<file path="src/rtl/cpu_pkg.sv">
// Shared CPU-side definitions for the hardware interrupt front end:
// address width, default vector layout and the request FSM encoding.
package cpu_pkg;

  localparam int ADDR_W = 20;

  localparam logic [ADDR_W-1:0] DEFAULT_VEC_BASE  = 20'h00100;
  localparam int                DEFAULT_VEC_SHIFT = 2;

  typedef enum logic [1:0] {
    IRQ_IDLE    = 2'd0,
    IRQ_REQ     = 2'd1,
    IRQ_SERVICE = 2'd2
  } irq_state_e;

  // Vector address for an interrupt ID; wraps modulo 2^ADDR_W by construction.
  function automatic logic [ADDR_W-1:0] irq_vector(
    input logic [ADDR_W-1:0] base,
    input logic [ADDR_W-1:0] id,
    input int                shift
  );
    return base + (id << shift);
  endfunction

endpackage

</file>
<file path="src/rtl/irq_sync_edge.sv">
// One interrupt line: multi-flop synchroniser followed by a history flop,
// producing a single-cycle pulse on each synchronised rising edge.
module irq_sync_edge #(
  parameter int SYNC_STAGES = 2
) (
  input  logic clk,
  input  logic rst,
  input  logic din,
  output logic rise
);

  logic [SYNC_STAGES-1:0] sync_q;
  logic                   hist_q;

  // NOTE: registers use non-blocking assignments so every flop samples the
  // pre-edge value of its neighbour; blocking here would collapse the chain.
  always_ff @(posedge clk) begin
    if (rst) begin
      sync_q <= '0;
      hist_q <= 1'b0;
    end else begin
      sync_q <= {sync_q[SYNC_STAGES-2:0], din};
      hist_q <= sync_q[SYNC_STAGES-1];
    end
  end

  assign rise = sync_q[SYNC_STAGES-1] & ~hist_q;

endmodule

</file>
<file path="src/rtl/hard_irq_ctrl.sv">
// Hardware interrupt front end: edge capture, pending/mask registers, fixed
// priority selection and a single outstanding request held until iret.
module hard_irq_ctrl
  import cpu_pkg::*;
#(
  parameter int                NUM_IRQ     = 4,
  parameter int                SYNC_STAGES = 2,
  parameter logic [ADDR_W-1:0] VEC_BASE    = DEFAULT_VEC_BASE,
  parameter int                VEC_SHIFT   = DEFAULT_VEC_SHIFT,
  localparam int               ID_W        = (NUM_IRQ > 1) ? $clog2(NUM_IRQ) : 1
) (
  input  logic               clk,
  input  logic               rst,
  input  logic [NUM_IRQ-1:0] hardInterrupt,
  input  logic               maskWe,
  input  logic [NUM_IRQ-1:0] maskIn,
  output logic [NUM_IRQ-1:0] maskOut,
  output logic [NUM_IRQ-1:0] pending,
  output logic               irqReq,
  output logic [ID_W-1:0]    irqId,
  output logic [ADDR_W-1:0]  irqVector,
  input  logic               irqAck,
  input  logic               iRetDone,
  output logic               inService
);

  logic [NUM_IRQ-1:0] rise;
  logic [NUM_IRQ-1:0] eligible;
  logic [NUM_IRQ-1:0] ack_clear;
  logic [ID_W-1:0]    winner;
  logic               any_eligible;
  logic               ack_take;
  irq_state_e         state_q;

  for (genvar i = 0; i < NUM_IRQ; i++) begin : g_line
    irq_sync_edge #(
      .SYNC_STAGES(SYNC_STAGES)
    ) u_sync (
      .clk (clk),
      .rst (rst),
      .din (hardInterrupt[i]),
      .rise(rise[i])
    );
  end

  assign eligible = pending & ~maskOut;
  assign ack_take = (state_q == IRQ_REQ) && irqAck;

  // NOTE: defaults are assigned before the loop so every path drives the
  // outputs; a missing default would infer a latch.
  always_comb begin
    winner       = '0;
    any_eligible = 1'b0;
    // Scan downwards so the lowest set index is the last, winning assignment.
    for (int i = NUM_IRQ - 1; i >= 0; i--) begin
      if (eligible[i]) begin
        winner       = ID_W'(i);
        any_eligible = 1'b1;
      end
    end
  end

  always_comb begin
    ack_clear = '0;
    if (ack_take) ack_clear[irqId] = 1'b1;
  end

  // A new edge on the acknowledged line is OR-ed in after the clear, so it
  // survives as a fresh pending event.
  always_ff @(posedge clk) begin
    if (rst) begin
      pending <= '0;
      maskOut <= '0;
    end else begin
      pending <= (pending & ~ack_clear) | rise;
      if (maskWe) maskOut <= maskIn;
    end
  end

  always_ff @(posedge clk) begin
    if (rst) begin
      state_q   <= IRQ_IDLE;
      irqReq    <= 1'b0;
      irqId     <= '0;
      irqVector <= VEC_BASE;
      inService <= 1'b0;
    end else begin
      case (state_q)
        IRQ_IDLE: begin
          if (any_eligible) begin
            irqId     <= winner;
            irqVector <= irq_vector(VEC_BASE, ADDR_W'(winner), VEC_SHIFT);
            irqReq    <= 1'b1;
            state_q   <= IRQ_REQ;
          end
        end
        // ID and vector stay frozen here; the request is never withdrawn.
        IRQ_REQ: begin
          if (irqAck) begin
            irqReq    <= 1'b0;
            inService <= 1'b1;
            state_q   <= IRQ_SERVICE;
          end
        end
        IRQ_SERVICE: begin
          if (iRetDone) begin
            inService <= 1'b0;
            state_q   <= IRQ_IDLE;
          end
        end
        default: begin
          irqReq    <= 1'b0;
          inService <= 1'b0;
          state_q   <= IRQ_IDLE;
        end
      endcase
    end
  end

endmodule

</file>
<file path="config.mk">
export PLATFORM = sky130hd
export DESIGN_NAME = hard_irq_ctrl
export DESIGN_NICKNAME = d
export VERILOG_FILES = /design/src/rtl/cpu_pkg.sv /design/src/rtl/irq_sync_edge.sv /design/src/rtl/hard_irq_ctrl.sv
export SDC_FILE = /design/constraint.sdc
export NUM_CORES = 1
export LEC_CHECK = 0
export BUFFER_PORTS_ARGS = -buffer_cell sky130_fd_sc_hd__buf_2
export CORE_MARGIN = 1.5
export CORE_UTILIZATION = 45
export CTS_CLUSTER_SIZE = 12
export DETAILED_ROUTE_END_ITERATION = 10
export PLACE_DENSITY = 0.76
export SLEW_MARGIN = 20
export SYNTH_ARGS = -nofsm -noshare
export SYNTH_HDL_FRONTEND = slang
export SYNTH_SLANG_ARGS = --single-unit
</file>
<file path="constraint.sdc">
create_clock -name clk -period 2.6 [get_ports clk]
set_input_delay 0.13 -clock clk [delete_from_list [all_inputs] [get_ports clk]]
set_output_delay 0.13 -clock clk [all_outputs]
set_load 0.005 [all_outputs]
</file>
==> impl_metrics.prom, run 1 <==
# TYPE chip_impl_metric gauge
chip_impl_metric{name="drive_above_1_share",unit="%"} 24.5
chip_impl_metric{name="final_cell_count_without_fillers",unit=""} 167
chip_impl_metric{name="core_region_area",unit="um^2"} 2250
chip_impl_metric{name="worst_ep_required_time",unit="ns"} 2.79
chip_impl_metric{name="dp.cells",unit=""} 162
chip_impl_info{name="path_class",value="reg -> reg"} 1
chip_impl_metric{name="cts_resized",unit=""} 0
chip_impl_metric{name="initial_util",unit="%"} 48.3
chip_impl_metric{name="initialDrtViolationCount",unit=""} 10
chip_impl_metric{name="wire_per_inst",unit="um"} 10.6
chip_impl_metric{name="numCtsBuffers",unit=""} 3
chip_impl_metric{name="post_dp_hpwl",unit="um"} 1350
chip_impl_metric{name="finalWorstPathRequiredPeriod",unit="ns"} 1.18
chip_impl_metric{name="route.antenna.remaining_nets",unit=""} 0
chip_impl_metric{name="worstPathArrival",unit="ns"} 1.36
chip_impl_metric{name="area.growth.synth_to_final",unit="%"} 10.0
chip_impl_metric{name="vias",unit=""} 779
chip_impl_metric{name="clock_skew",unit="ns"} 0.00815
chip_impl_metric{name="final_min_period_over_clock_period",unit="%"} 45.2
chip_impl_metric{name="avgSynthCellArea",unit="um^2"} 9.47
chip_impl_metric{name="gpl.final_weighted_congestion",unit=""} 0.818
chip_impl_metric{name="numClockSinks",unit=""} 26
chip_impl_info{name="post-synth-top-area-cell",value="sky130_fd_sc_hd__dfxtp_1"} 1
chip_impl_info{name="startpoint_type",value="flop"} 1
chip_impl_info{name="tritoncts",value="done"} 1
chip_impl_metric{name="drc",unit=""} 0
chip_impl_metric{name="antenna_cells_inserted",unit=""} 0
chip_impl_metric{name="number_of_endpoints_failing_setup_at_the_final_stage",unit=""} 0
chip_impl_metric{name="routed_via_density",unit=""} 4.66
chip_impl_metric{name="totalNegativeSetupSlack",unit="ns"} 0
chip_impl_metric{name="grt_pass1_vias",unit=""} 677
chip_impl_metric{name="report.final.slew_viol_count",unit=""} 0
chip_impl_metric{name="ioPinCount",unit=""} 45
chip_impl_info{name="hold_path.class",value="in -> reg"} 1
chip_impl_metric{name="ys.warnings.count",unit=""} 0
chip_impl_metric{name="total_leakage_power",unit="nW"} 0.557
chip_impl_metric{name="gr-total-overflow",unit=""} 0
chip_impl_metric{name="path_clk_slew",unit="ns"} 0.13
chip_impl_metric{name="maximum_number_of_pins_on_one_net_before_global_route_repair",unit=""} 28
chip_impl_metric{name="worstRegToRegCells",unit=""} 3
chip_impl_info{name="outcome",value="complete, no violations"} 1
chip_impl_info{name="end_kind",value="flop"} 1
chip_impl_metric{name="antenna_found_initial",unit=""} 0
chip_impl_metric{name="fmax",unit="GHz"} 0.850
chip_impl_metric{name="post_synth_inst_count",unit=""} 115
chip_impl_metric{name="die_h",unit="um"} 52.2
chip_impl_metric{name="htree_levels",unit=""} 1
chip_impl_metric{name="fin_nets",unit=""} 153
chip_impl_metric{name="post_synth_instance_area",unit="um^2"} 1090
chip_impl_metric{name="io_buffer_count",unit=""} 26
chip_impl_info{name="synth.area.top_cells",value="sky130_fd_sc_hd__dfxtp_1, sky130_fd_sc_hd__buf_4, sky130_fd_sc_hd__nor2b_1"} 1
chip_impl_metric{name="ys_seq_elements",unit=""} 26
chip_impl_metric{name="rows",unit=""} 17
chip_impl_metric{name="synth-seq-area-share",unit="%"} 47.8
chip_impl_metric{name="yosysUniqueCellTypes",unit=""} 24
chip_impl_metric{name="cts_buffer_depth",unit=""} 2
chip_impl_metric{name="worst_skew_pair.late_latency",unit="ns"} 0.31
chip_impl_metric{name="synth_top_area_share",unit="%"} 47.8
chip_impl_metric{name="pwr_per_cell_area",unit="nW/um^2"} 615
chip_impl_metric{name="min_path_cells",unit=""} 2
chip_impl_metric{name="fp.dieArea",unit="um^2"} 2720
chip_impl_metric{name="crit_path_max_fo",unit=""} 8
chip_impl_info{name="rsz0062_at_grt",value="false"} 1
chip_impl_metric{name="final_hold_viol_count",unit=""} 0
chip_impl_metric{name="first_pass_iters",unit=""} 4
chip_impl_metric{name="cap_viol_max_count",unit=""} 0
chip_impl_metric{name="irDropWorstVdd",unit="V"} 0.000330
chip_impl_metric{name="die_w",unit="um"} 52.2
chip_impl_info{name="cts_root_buffer",value="sky130_fd_sc_hd__clkbuf_4"} 1
chip_impl_metric{name="grt_pass1_wl",unit="um"} 2800
chip_impl_metric{name="gr-usage-all-layers",unit="%"} 14.3
chip_impl_metric{name="drt-total-wl",unit="um"} 1770
[sequential cells by signal, summed over array words and instances, names as in the netlist]
| register | cells |
|---|---|
| g_line.u_sync.hist_q | 4 |
| g_line.u_sync.sync_q | 8 |
| inService | 1 |
| irqId | 2 |
| irqReq | 1 |
| maskOut | 4 |
| pending | 4 |
| state_q | 2 |
[cell type report]
cell class,instances,area [um^2]
fillers,197,1060
flip-flops and latches,26,520
multi-input cells,77,447
repair buffers,27,140
clock buffers,4,36.3
well taps,28,35.0
inverters,5,18.8
[critical path: stages (launching register included)]
cell and delay (ns):
sky130_fd_sc_hd__dfxtp_1 0.52, sky130_fd_sc_hd__nand3_2 0.18, sky130_fd_sc_hd__o31ai_1 0.25, sky130_fd_sc_hd__a21oi_1 0.10
[cell usage after synthesis (all sizes together)]
library cell,count
nand3b,1
dfxtp,26
nand3,2
clkbuf,2
o31ai,4
nor2,7
a211oi,2
conb,2
nor2b,13
nand2,3
a2111oi,1
nand4,1
o32a,1
nand2b,9
a21oi,8
mux2i,5
or3,1
inv,5
o21ai,1
buf,21
[layer usage]
layer	GRT usage [%]	vias up	part of all wire (%)
li1	-	385	-
met1	15.2	361	39
met2	24.7	31	54
met3	2.57	2	5.6
met4	11.1	0	0.91
met5	0	-	0
[power breakdown]
group,switching (mW),total [mW],internal (mW)
combinational,0.0511,0.0977,0.0466
sequential,0.0218,0.445,0.423
clock,0.109,0.194,0.0854
[kinds of logic after synthesis]
kind of cell           count (synthesis)  share of synthesized area [%]
and+or+nand+nor                       37                           19.3
AOI/OAI and AO/OA                     17                           10.9
muxes                                  5                           4.60
other                                  2                          0.690
DFF                                   26                           47.8
buffers and inverters                 28                           16.7
[placed cells by master (no fill, tap or decap), types with 4 or more instances in the layout]
master / n
sky130_fd_sc_hd__dfxtp_1: 26
sky130_fd_sc_hd__nor2_1: 7
sky130_fd_sc_hd__mux2i_1: 5
sky130_fd_sc_hd__buf_2: 26
sky130_fd_sc_hd__a21oi_1: 7
sky130_fd_sc_hd__nand2b_1: 9
sky130_fd_sc_hd__conb_1: 18
sky130_fd_sc_hd__nor2b_1: 13
sky130_fd_sc_hd__inv_1: 4
sky130_fd_sc_hd__o31ai_1: 4
[path summary, 6_finish.rpt]
kind	startpoint	end	slack, ns
setup / recovery	state_q[0]	pending[1]	1.42
hold / removal	hardInterrupt[2]	g_line[2].u_sync.sync_q[0]	0.02
setup reg to reg	state_q[0]	pending[1]	1.42
hold reg to reg	g_line[0].u_sync.sync_q[0]	g_line[0].u_sync.sync_q[1]	0.46
[timing repair]
| action | in CTS | in global routing |
|---|---|---|
| setup buffers | 0 | 0 |
| hold buffers | 0 | 1 |
| endpoints found under the hold margin | 0 | 1 |
[per-stage QoR]
stage               power, mW  utilization [%]  cell area [um^2]  setup slack, ns  hold WS [ns]
floorplan               0.533                -              1150             1.60         0.202
global placement        0.544             51.1              1150             1.50         0.339
detailed placement      0.549             51.1              1150             1.47         0.347
CTS                     0.745             52.7              1190             1.44       0.00686
global route            0.783             53.1              1200             1.36       0.00233
finish                  0.737             53.1              1200             1.42        0.0163
Power figures use the tool's default switching activity.
==> run 2, diff against run 1 <==
clock period = 1.2 ns   (was 2.6 ns; I/O delays follow)
==> impl_metrics.prom, run 2 (synthesis results as in run 1) <==
# TYPE chip_impl_metric gauge
chip_impl_info{name="outcome",value="complete, no violations"} 1
chip_impl_metric{name="ioPinCount",unit=""} 45
chip_impl_info{name="rsz0062_at_grt",value="false"} 1
chip_impl_metric{name="totalNegativeSetupSlack",unit="ns"} 0
chip_impl_metric{name="report.final.slew_viol_count",unit=""} 0
chip_impl_metric{name="drc",unit=""} 0
chip_impl_metric{name="die_w",unit="um"} 52.2
chip_impl_metric{name="cap_viol_max_count",unit=""} 0
chip_impl_metric{name="fmax",unit="GHz"} 0.934
chip_impl_metric{name="area.growth.synth_to_final",unit="%"} 17.0
chip_impl_metric{name="post_route_utilization",unit="%"} 56.5
chip_impl_metric{name="grt_pass1_wl",unit="um"} 2970
chip_impl_info{name="tritoncts",value="done"} 1
chip_impl_metric{name="total_leakage_power",unit="nW"} 0.589
chip_impl_metric{name="final_cell_count_without_fillers",unit=""} 175
chip_impl_metric{name="totalPowerFinal",unit="mW"} 1.54
chip_impl_info{name="cts_root_buffer",value="sky130_fd_sc_hd__clkbuf_4"} 1
chip_impl_metric{name="gpl.final_weighted_congestion",unit=""} 0.813
chip_impl_metric{name="antenna_found_initial",unit=""} 0
chip_impl_metric{name="crit_path_max_fo",unit=""} 4
chip_impl_metric{name="setup.reg_to_reg.worst_slack",unit="ns"} 0.13
chip_impl_metric{name="cts_buffer_depth",unit=""} 2
chip_impl_metric{name="numClockSinks",unit=""} 26
chip_impl_metric{name="worst_ep_required_time",unit="ns"} 1.45
chip_impl_info{name="startpoint_type",value="flop"} 1
chip_impl_metric{name="cts_setup_buffers",unit=""} 0
chip_impl_metric{name="drt-total-wl",unit="um"} 1810
chip_impl_metric{name="worstPathArrival",unit="ns"} 1.32
chip_impl_metric{name="critPathBufInv",unit=""} 1
chip_impl_info{name="regToRegEndpoint",value="state_q[1]"} 1
chip_impl_info{name="critPathCapture",value="state_q[1]"} 1
chip_impl_info{name="rr_startpoint",value="state_q[1]"} 1
chip_impl_info{name="end_kind",value="flop"} 1
chip_impl_info{name="path_class",value="reg -> reg"} 1
chip_impl_metric{name="routed_via_density",unit=""} 4.61
chip_impl_info{name="cpLargestDelayFamily",value="flip-flops"} 1
chip_impl_metric{name="finalWorstPathRequiredPeriod",unit="ns"} 1.07
chip_impl_metric{name="drive_above_1_share",unit="%"} 24.5
chip_impl_info{name="critical_path_cell_by_cell",value="inv_2 -> or3_1 -> a21oi_2"} 1
chip_impl_info{name="hold_path.class",value="in -> reg"} 1
chip_impl_metric{name="numCtsBuffers",unit=""} 3
chip_impl_metric{name="final_hold_viol_count",unit=""} 0
chip_impl_metric{name="fin_nets",unit=""} 162
chip_impl_metric{name="dp.cells",unit=""} 163
chip_impl_metric{name="worst_skew_pair.late_latency",unit="ns"} 0.31
chip_impl_metric{name="critical-path-max-stage-delay",unit="ns"} 0.43
chip_impl_info{name="slowest_cell_on_the_critical_path",value="sky130_fd_sc_hd__dfxtp_1"} 1
chip_impl_metric{name="worstRegToRegCells",unit=""} 3
chip_impl_metric{name="rows",unit=""} 17
chip_impl_metric{name="wire_per_inst",unit="um"} 10.3
chip_impl_metric{name="path_clk_slew",unit="ns"} 0.12
chip_impl_metric{name="number_of_endpoints_failing_setup_at_the_final_stage",unit=""} 0
chip_impl_metric{name="initialDrtViolationCount",unit=""} 10
chip_impl_metric{name="grt_pass1_vias",unit=""} 752
chip_impl_info{name="final_common_cell",value="sky130_fd_sc_hd__buf_2"} 1
chip_impl_metric{name="fp.dieArea",unit="um^2"} 2720
chip_impl_metric{name="critical_path_cell_count",unit=""} 3
chip_impl_metric{name="route.antenna.remaining_nets",unit=""} 0
chip_impl_metric{name="maximum_number_of_pins_on_one_net_before_global_route_repair",unit=""} 28
chip_impl_metric{name="gr-total-overflow",unit=""} 0
chip_impl_metric{name="pwr_per_cell_area",unit="nW/um^2"} 1210
chip_impl_info{name="most-common-layout-cells",value="sky130_fd_sc_hd__buf_2, sky130_fd_sc_hd__dfxtp_1, sky130_fd_sc_hd__conb_1"} 1
chip_impl_metric{name="final_min_period_over_clock_period",unit="%"} 89.2
chip_impl_metric{name="htree_levels",unit=""} 1
chip_impl_info{name="crit_path_start",value="state_q[1]"} 1
chip_impl_metric{name="irDropWorstVdd",unit="V"} 0.000827
chip_impl_metric{name="vias",unit=""} 807
chip_impl_metric{name="largest_register_ff_count",unit=""} 8
chip_impl_metric{name="die_h",unit="um"} 52.2
chip_impl_metric{name="clock_skew",unit="ns"} 0.00293
chip_impl_metric{name="first_pass_iters",unit=""} 4
chip_impl_metric{name="core_region_area",unit="um^2"} 2250
chip_impl_metric{name="post_dp_hpwl",unit="um"} 1300
chip_impl_metric{name="gr-usage-all-layers",unit="%"} 15.0
chip_impl_metric{name="io_buffer_count",unit=""} 26
chip_impl_info{name="register_containing_the_most_flip_flops_in_the_final_layout",value="g_line.u_sync.sync_q"} 1
chip_impl_metric{name="antenna_cells_inserted",unit=""} 0
chip_impl_metric{name="initial_util",unit="%"} 48.3
==> run 2: timing repair <==
item / CTS / global route
hold endpoints to repair: 9 / 0
endpoints found under the setup margin: 0 / 4
hold buffers: 9 / 0
resized for setup: 0 / 2
==> run 2: stage by stage <==
stage	instance area, um^2	worst slack [ns]	hold WS (ns)
2_1_floorplan	1150	0.199	0.132
5_1_grt	1270	0.0407	0.0116
6_report	1270	0.129	0.0299
4_1_cts	1270	0.0503	0.0219
3_5_place_dp	1160	0.0706	0.277
3_3_place_gp	1160	0.0993	0.269
==> run 2: metal layers <==
layer  wire, um  up-vias  share of wire (%)  GRT usage, %
met5          0        -                  0             0
met4         39        0                2.2          10.7
met3         83        4                4.6          3.43
met2        947       29                 52          27.4
met1        738      374                 41          14.7
li1           -      400                  -             -
==> run 2: worst min-delay path: stages <==
cell	delay, ns
sky130_fd_sc_hd__buf_2	0.09
sky130_fd_sc_hd__o32a_1	0.13
sky130_fd_sc_hd__nor2_1	0.03
==> run 2: layout make-up <==
cell class / instances / area (um^2)
flip-flops and latches: 26 / 523
clock buffers: 3 / 22.5
fillers: 201 / 981
multi-input cells: 77 / 447
well taps: 28 / 35.0
inverters: 5 / 18.8
repair buffers: 36 / 228
==> run 2: where the power goes <==
part / internal, mW / total [mW] / switching (mW)
logic: 0.120 / 0.233 / 0.114
registers: 0.917 / 0.961 / 0.0439
clock network: 0.117 / 0.349 / 0.232
total: 1.15 / 1.54 / 0.389
==> run 2: how the worst min path moves through the flow <==
stage	from	slack (ns)	to	cells past startpoint
after CTS	iRetDone	0.02	inService	3
after global placement	hardInterrupt[2]	0.27	g_line[2].u_sync.sync_q[0]	2
after floorplan	rst	0.13	g_line[2].u_sync.sync_q[0]	1
after detailed placement	hardInterrupt[2]	0.28	g_line[2].u_sync.sync_q[0]	2
final	iRetDone	0.03	inService	3
after global routing	iRetDone	0.01	inService	3
